===== src/rtl/serial_subtractor.sv =====
// serial_subtractor: bit-serial a - b - bin, LSB first, one bit per clock with a single borrow FF.
// Latency: start accepted at edge E0, result registered at edge E_WIDTH, valid high for the following cycle.
// Backpressure: ready is high only in IDLE; start while busy is dropped, not queued.
//
// Ports:
//   clk, rst          rising-edge clock, synchronous active-high reset
//   start             request, accepted on an edge where ready=1
//   a, b, bin         minuend, subtrahend, borrow-in; sampled at accept
//   ready, valid      idle indicator / one-cycle result strobe
//   diff              registered WIDTH-bit difference
//   borrow, zero      unsigned borrow-out, diff==0
//   overflow          two's-complement overflow of a - b - bin
module serial_subtractor #(
  parameter int WIDTH = 8
) (
  input  logic             clk,
  input  logic             rst,
  input  logic             start,
  input  logic [WIDTH-1:0] a,
  input  logic [WIDTH-1:0] b,
  input  logic             bin,
  output logic             ready,
  output logic             valid,
  output logic [WIDTH-1:0] diff,
  output logic             borrow,
  output logic             zero,
  output logic             overflow
);

  localparam int CW = $clog2(WIDTH) + 1;
  localparam logic [CW-1:0] LAST_BIT = CW'(WIDTH - 1);

  typedef enum logic [1:0] {
    S_IDLE,
    S_SHIFT,
    S_DONE
  } state_t;

  state_t           r_state;
  state_t           w_state_nxt;
  logic             w_ready;
  logic             w_valid;

  logic [WIDTH-1:0] r_a_sr;
  logic [WIDTH-1:0] r_b_sr;
  logic [WIDTH-1:0] r_res;
  logic             r_bff;
  logic [CW-1:0]    r_cnt;
  // Operand sign bits are kept aside because the shift registers lose them.
  logic             r_a_msb;
  logic             r_b_msb;

  logic [WIDTH-1:0] r_diff;
  logic             r_borrow;
  logic             r_zero;
  logic             r_overflow;

  logic             w_x;
  logic             w_y;
  logic             w_c;
  logic             w_d;
  logic             w_bout;
  logic             w_last;
  logic             w_accept;
  logic [WIDTH-1:0] w_res_nxt;

  // Full-subtractor cell on the current LSB pair.
  assign w_x       = r_a_sr[0];
  assign w_y       = r_b_sr[0];
  assign w_c       = r_bff;
  assign w_d       = w_x ^ w_y ^ w_c;
  assign w_bout    = (~w_x & w_y) | (~(w_x ^ w_y) & w_c);
  assign w_res_nxt = {w_d, r_res[WIDTH-1:1]};

  assign w_last    = (r_cnt == LAST_BIT);
  assign w_accept  = (r_state == S_IDLE) && start;

  // State register
  always_ff @(posedge clk) begin
    if (rst) begin
      r_state <= S_IDLE;
    end else begin
      r_state <= w_state_nxt;
    end
  end

  // Next-state and handshake outputs
  always_comb begin
    w_state_nxt = r_state;
    w_ready     = 1'b0;
    w_valid     = 1'b0;
    case (r_state)
      S_IDLE: begin
        w_ready = 1'b1;
        if (start) begin
          w_state_nxt = S_SHIFT;
        end
      end
      S_SHIFT: begin
        if (w_last) begin
          w_state_nxt = S_DONE;
        end
      end
      S_DONE: begin
        w_valid     = 1'b1;
        w_state_nxt = S_IDLE;
      end
      default: begin
        w_state_nxt = S_IDLE;
      end
    endcase
  end

  // Datapath: operand load, serial shift, result capture
  always_ff @(posedge clk) begin
    if (rst) begin
      r_a_sr     <= '0;
      r_b_sr     <= '0;
      r_res      <= '0;
      r_bff      <= 1'b0;
      r_cnt      <= '0;
      r_a_msb    <= 1'b0;
      r_b_msb    <= 1'b0;
      r_diff     <= '0;
      r_borrow   <= 1'b0;
      r_zero     <= 1'b0;
      r_overflow <= 1'b0;
    end else if (w_accept) begin
      r_a_sr  <= a;
      r_b_sr  <= b;
      r_res   <= '0;
      r_bff   <= bin;
      r_cnt   <= '0;
      r_a_msb <= a[WIDTH-1];
      r_b_msb <= b[WIDTH-1];
    end else if (r_state == S_SHIFT) begin
      r_a_sr <= r_a_sr >> 1;
      r_b_sr <= r_b_sr >> 1;
      r_res  <= w_res_nxt;
      r_bff  <= w_bout;
      r_cnt  <= r_cnt + CW'(1);
      // Result and flags are published only on the final bit so they stay
      // stable for the whole operation.
      if (w_last) begin
        r_diff     <= w_res_nxt;
        r_borrow   <= w_bout;
        r_zero     <= (w_res_nxt == '0);
        r_overflow <= (r_a_msb != r_b_msb) && (w_res_nxt[WIDTH-1] != r_a_msb);
      end
    end
  end

  assign ready    = w_ready;
  assign valid    = w_valid;
  assign diff     = r_diff;
  assign borrow   = r_borrow;
  assign zero     = r_zero;
  assign overflow = r_overflow;

endmodule


===== config.mk =====
export PLATFORM = sky130hd
export DESIGN_NAME = serial_subtractor
export DESIGN_NICKNAME = d
export VERILOG_FILES = /design/src/rtl/serial_subtractor.sv
export SDC_FILE = /design/constraint.sdc
export NUM_CORES = 1
export LEC_CHECK = 0
export ABC_AREA = 1
export CAP_MARGIN = 5
export CORE_ASPECT_RATIO = 2
export CORE_UTILIZATION = 50
export CTS_CLUSTER_SIZE = 24
export DETAILED_ROUTE_END_ITERATION = 8
export PLACE_DENSITY = 0.78
export SLEW_MARGIN = 15
export SYNTH_ARGS = -nofsm -noshare
export SYNTH_HDL_FRONTEND = slang
export SYNTH_SLANG_ARGS = --single-unit

===== constraint.sdc =====
create_clock -name clk -period 1.7 [get_ports clk]
set_clock_uncertainty 0.2 [all_clocks]
set_input_delay 0.34 -clock clk [delete_from_list [all_inputs] [get_ports clk]]
set_output_delay 0.34 -clock clk [all_outputs]
set_load 0.02 [all_outputs]

Yosys cells after proc, flatten, opt, wreduce, memory -nomap -nowiden
Cells that the tools add are included. Widths: inputs -> output; s select.

Flip-flop bits (word level): 44. Bits of input ports: 20. Logic and storage cells: 47. Output and inout port bits: 13.

Multiplexer cells: 11. Reductions and logical operators: 8. Bitwise logic cells: 8. Equality and inequality tests: 7. $add $sub $neg: 1.

Operators by type and width (count): $mux 8 (4); $logic_not 8->1 (1); $add 4x1->4 const B (1); $eq 4x3->1 const B (1); $mux 1 (4); $mux 2 (2); $ne 2x2->1 const B (2); $pmux 2 s2 (1); $not 1->1 (3); $reduce_and 3->1 (1); $and 1x1->1 (2); $eq 2x1->1 const B (1); $eq 2x2->1 const B (1); $logic_and 1x1->1 (2); $logic_not 2->1 (1); $ne 1x1->1 (2); $reduce_and 2->1 (1); $reduce_bool 2->1 (1); $reduce_or 2->1 (1); $xor 1x1->1 (2); $or 1x1->1 (1).

Depth between registers and ports, before layout
Gate-level depths: netlist of run 1.

Depth after elaboration: 6. Gate-level depth with buffers: 7. Gate-level depth less buffers: 7.

Worst setup path before layout of run 1
Ideal clock, no wire load.

Kind: register -> register. Start: register r_b_sr[0]. End: register r_zero, in the netlist zero. Buffers on the path: 0. Cell stages (with the launch flop): 8. Required time: 1.430 ns. Library setup time: 0.070 ns. Arrival: 1.235 ns. Path slack: 0.195 ns. Clock period less this slack: 1.505 ns. Path through: dfxtp_1 -> inv_1 -> fa_1 -> nor2_1 -> nand2_1 -> nor2_1 -> nand2_1 -> a21oi_1.

Longest elaborated chain between the ends: 3.

RTL lines: from (decl) (RTL line 45) `logic [WIDTH-1:0] r_b_sr;`; from (signal assigned) (RTL line 138) `r_b_sr <= r_b_sr >> 1;`; $xor 1x1->1 (2 in a row) (RTL line 71) `assign w_d = w_x ^ w_y ^ w_c;`; via w_d (RTL line 61) `logic w_d;`; $logic_not 8->1 (RTL line 147) `r_zero <= (w_res_nxt == '0);`; to (signal assigned) (RTL line 147); to (decl) (RTL line 55) `logic r_zero;`.

The timed path passes the listed nets, and every way through them passes these cells. A chain may end at the register's enable or synchronous reset.

Final worst setup path of run 1
Start: register r_state[0]. End: output ready.

Longest elaborated chain between the ends: 2.

RTL lines: from (decl) (RTL line 39) `state_t r_state;`; from (signal assigned) (RTL line 83) `r_state <= w_state_nxt;`; $logic_not 2->1 (RTL line 92) `case (r_state)`; $mux 1 (RTL line 92); to (decl) (RTL line 22) `output logic ready,`.

Every way passes these cells.

==> reports/qor.yml, run 1 <==
status:
  status: "finished, final reports clean"
layout:
  design_area_um2: 2340
  drive_above_1_share_pct: 10.3
  fin_util_pct: 68.5
  fin_nets: 314
  area_delta_synth_final_pct: 28.9
  final_cell_mix: "96 x nand2_1, 41 x dfxtp_1, 27 x a21oi_1"
  final_common_cell: "nand2_1"
  multi_input_area_um2: 845
  n_antenna_cell: 0
  area.sequential_um2: 863
  nFillCells: 317
detailed_routing:
  drt-total-wl_um: 4050
  vias_per_cell: 5.01
  antenna_left: 0
  vias: 1705
  drcViolationCount: 0
  post_drt_wl_per_cell_um: 11.9
  drt-pass1-iter-count: 4
  first_iter_violations: 28
place:
  gp_congestion: 0.819
  io_buffers: 32
  dp_hpwl_um: 2950
  dpl_cell_area_um2: 2250
run:
  drv_cap: 0
critical_path:
  start_kind: "flip-flop"
  critPathMaxFanout: 4
  crit_type: "flip-flop to output pin"
  cp_top_family: "flip-flops"
  slowest_delay_ns: 0.34
  crit_required_ns: 1.16
  critPathSlowestCell: "dfxtp_1"
  critPathBufInv: 1
  endpoint_kind: "output pin"
  worstPathCellList: "nor2_2, clkdlybuf4s15_2"
  arrival_ns: 1.12
logic_synthesis:
  synth_nets: 274
  synth_top_area_share_pct: 47.4
  avgSynthCellArea_um2: 7.20
  syn_inst: 252
  synth_cell_type_count: 19
  synth_area_um2: 1810
  yosys-top-cells-area: "dfxtp_1 47%, nand2_1 20%, a21oi_1 7.4%, nand3b_1 4.6%, nand3_1 3.6%"
  synth_warnings: 0
  ys_seq_area_share_pct: 47.4
  netlist.top_cell.by_area: "dfxtp_1"
  synth_seq_cells: 43
cts:
  postCtsSetupRepairBufs: 0
  clock_latency_ns: 0.30
  cts_num_sinks: 43
  path_clk_slew_ns: 0.08
  cts_hold_buf: 0
  cts_max_path_buffers: 2
  cts_tree: "done"
  cts_buffers: 5
  clock-root-buffer: "clkbuf_8"
  htreeDepth: 2
timing:
  hold_ws_ns: 0.261
  slew_headroom_pct: 83.2
  finalCriticalPeriod_ns: 1.66
  tightest_slew_ns: 0.251
  fin_setup_tns_ns: 0
  rsz0062_at_grt: "true"
  drv_slew: 0
  fmax_ghz: 0.601
  fin_crit_sh_pct: 97.9
  hold_violations: 0
  finalSetupViolations: 0
floorplanning:
  die_w_um: 44.6
  coreArea_um2: 3420
  num_rows: 30
  die_area_um2: 3890
  die_y_um: 87.2
  start_util_pct: 53.1
  io_pins: 33
global_route:
  first_global_vias: 1616
  grt_pass1_wl_um: 6860
  antenna_found_initial: 0
  grt_usage_pct: 24.4
  overflow: 0
  grt_max_degree: 25
power:
  power.density_nw_per_um2: 850
  finalPower_mw: 1.99
  p_leak_nw: 0.960
  ir_drop_mv: 0.717
min_path:
  hold_path_class: "flip-flop to flip-flop"
[synth_stat cells]
library cell and count:
nand2_1 96, dfxtp_1 43, a21oi_1 27, inv_1 14
nand3_1 13, nor2_1 13, nand3b_1 11, o21ai_0 8
buf_2 7, clkbuf_1 5, a31oi_1 4, nor2_2 3
nor3_1 2, a211oi_1 1, buf_4 1, fa_1 1
ha_1 1, o21ai_1 1, xor2_1 1
[final timing paths]
check	from	to	slack, ns	cells past startpoint
setup reg to reg	r_bff	overflow	0.12	7
hold reg to reg	diff[6]	diff[6]	0.26	2
setup / recovery	r_state[0]	ready	0.04	2
hold / removal	diff[6]	diff[6]	0.26	2
[routing by layer]
metal,up-vias,track usage (%),part of all wire (%)
li1,885,-,-
met1,776,23.3,39
met2,34,45.9,56
met3,10,5.60,2.7
met4,0,11.8,2.7
met5,-,0,0
[kinds of logic after synthesis]
logic type / Yosys count / share of synthesized area [%]
and+or+nand+nor: 138 / 32.3
buffers and inverters: 27 / 6.28
xor gates and xnor gates: 1 / 0.483
AOI/OAI and AO/OA: 41 / 11.7
DFF: 43 / 47.4
adders and majority gates: 2 / 1.79
[stage by stage]
stage,setup slack (ns),instances
after floorplan,0.195,252
after global placement,-0.00191,333
after detailed placement,-0.00619,333
after CTS,0.00403,340
after global routing,-0.00576,340
final,0.0364,340
[area by class of cell]
class,count,area share (%)
clock buffer,6,3.53
clock inverter,1,0.214
inverter,14,2.25
multi-input combinational,182,36.1
sequential,43,36.9
tap,48,2.57
timing repair buffer,46,18.4
[state kept, by name (all words and copies together), names as in the netlist, 2 cells and up]
register  cells
r_res         7
r_cnt         4
r_state       2
r_a_sr        8
diff          8
r_b_sr        8
[where the power goes]
group | switching (mW) | leakage (nW) | total (mW) | internal, mW
sequential | 0.0220 | 0.351 | 1.07 | 1.04
clock | 0.347 | 0.0470 | 0.666 | 0.319
combinational | 0.133 | 0.561 | 0.255 | 0.122
total | 0.502 | 0.960 | 1.99 | 1.49
[worst register-to-register path, cell delays in order (launching register included)]
cell and delay (ns):
dfxtp_2 0.33, inv_1 0.05, fa_1 0.57, inv_1 0.07
nand3_1 0.07, nand2_1 0.06, nand2_1 0.06, a21oi_1 0.05
[what timing repair did]
action / in CTS / in global routing
pin swaps: 0 / 3
setup endpoints to repair: 13 / 6
endpoints found under the hold margin: 0 / 0
gates resized for setup: 17 / 5
Power figures use the tool's default switching activity.
==> run 2: changes to the inputs <==
--- a/config.mk
+++ b/config.mk
@@ -12,7 +12,7 @@
 export CTS_CLUSTER_SIZE = 24
 export DETAILED_ROUTE_END_ITERATION = 8
 export PLACE_DENSITY = 0.78
-export SLEW_MARGIN = 15
+export SLEW_MARGIN = 20
 export SYNTH_ARGS = -nofsm -noshare
 export SYNTH_HDL_FRONTEND = slang
 export SYNTH_SLANG_ARGS = --single-unit
==> results of run 2 <==
Same layout as run 1: the final DEF is identical, and so are final timing and power.
==> run 3: changes to the inputs <==
--- a/config.mk
+++ b/config.mk
@@ -9,7 +9,7 @@
 export CAP_MARGIN = 5
 export CORE_ASPECT_RATIO = 2
 export CORE_UTILIZATION = 50
-export CTS_CLUSTER_SIZE = 24
+export CTS_CLUSTER_SIZE = 40
 export DETAILED_ROUTE_END_ITERATION = 8
 export PLACE_DENSITY = 0.78
 export SLEW_MARGIN = 20
==> results of run 3 <==
Same layout as run 1: the final DEF is identical, and so are final timing and power.
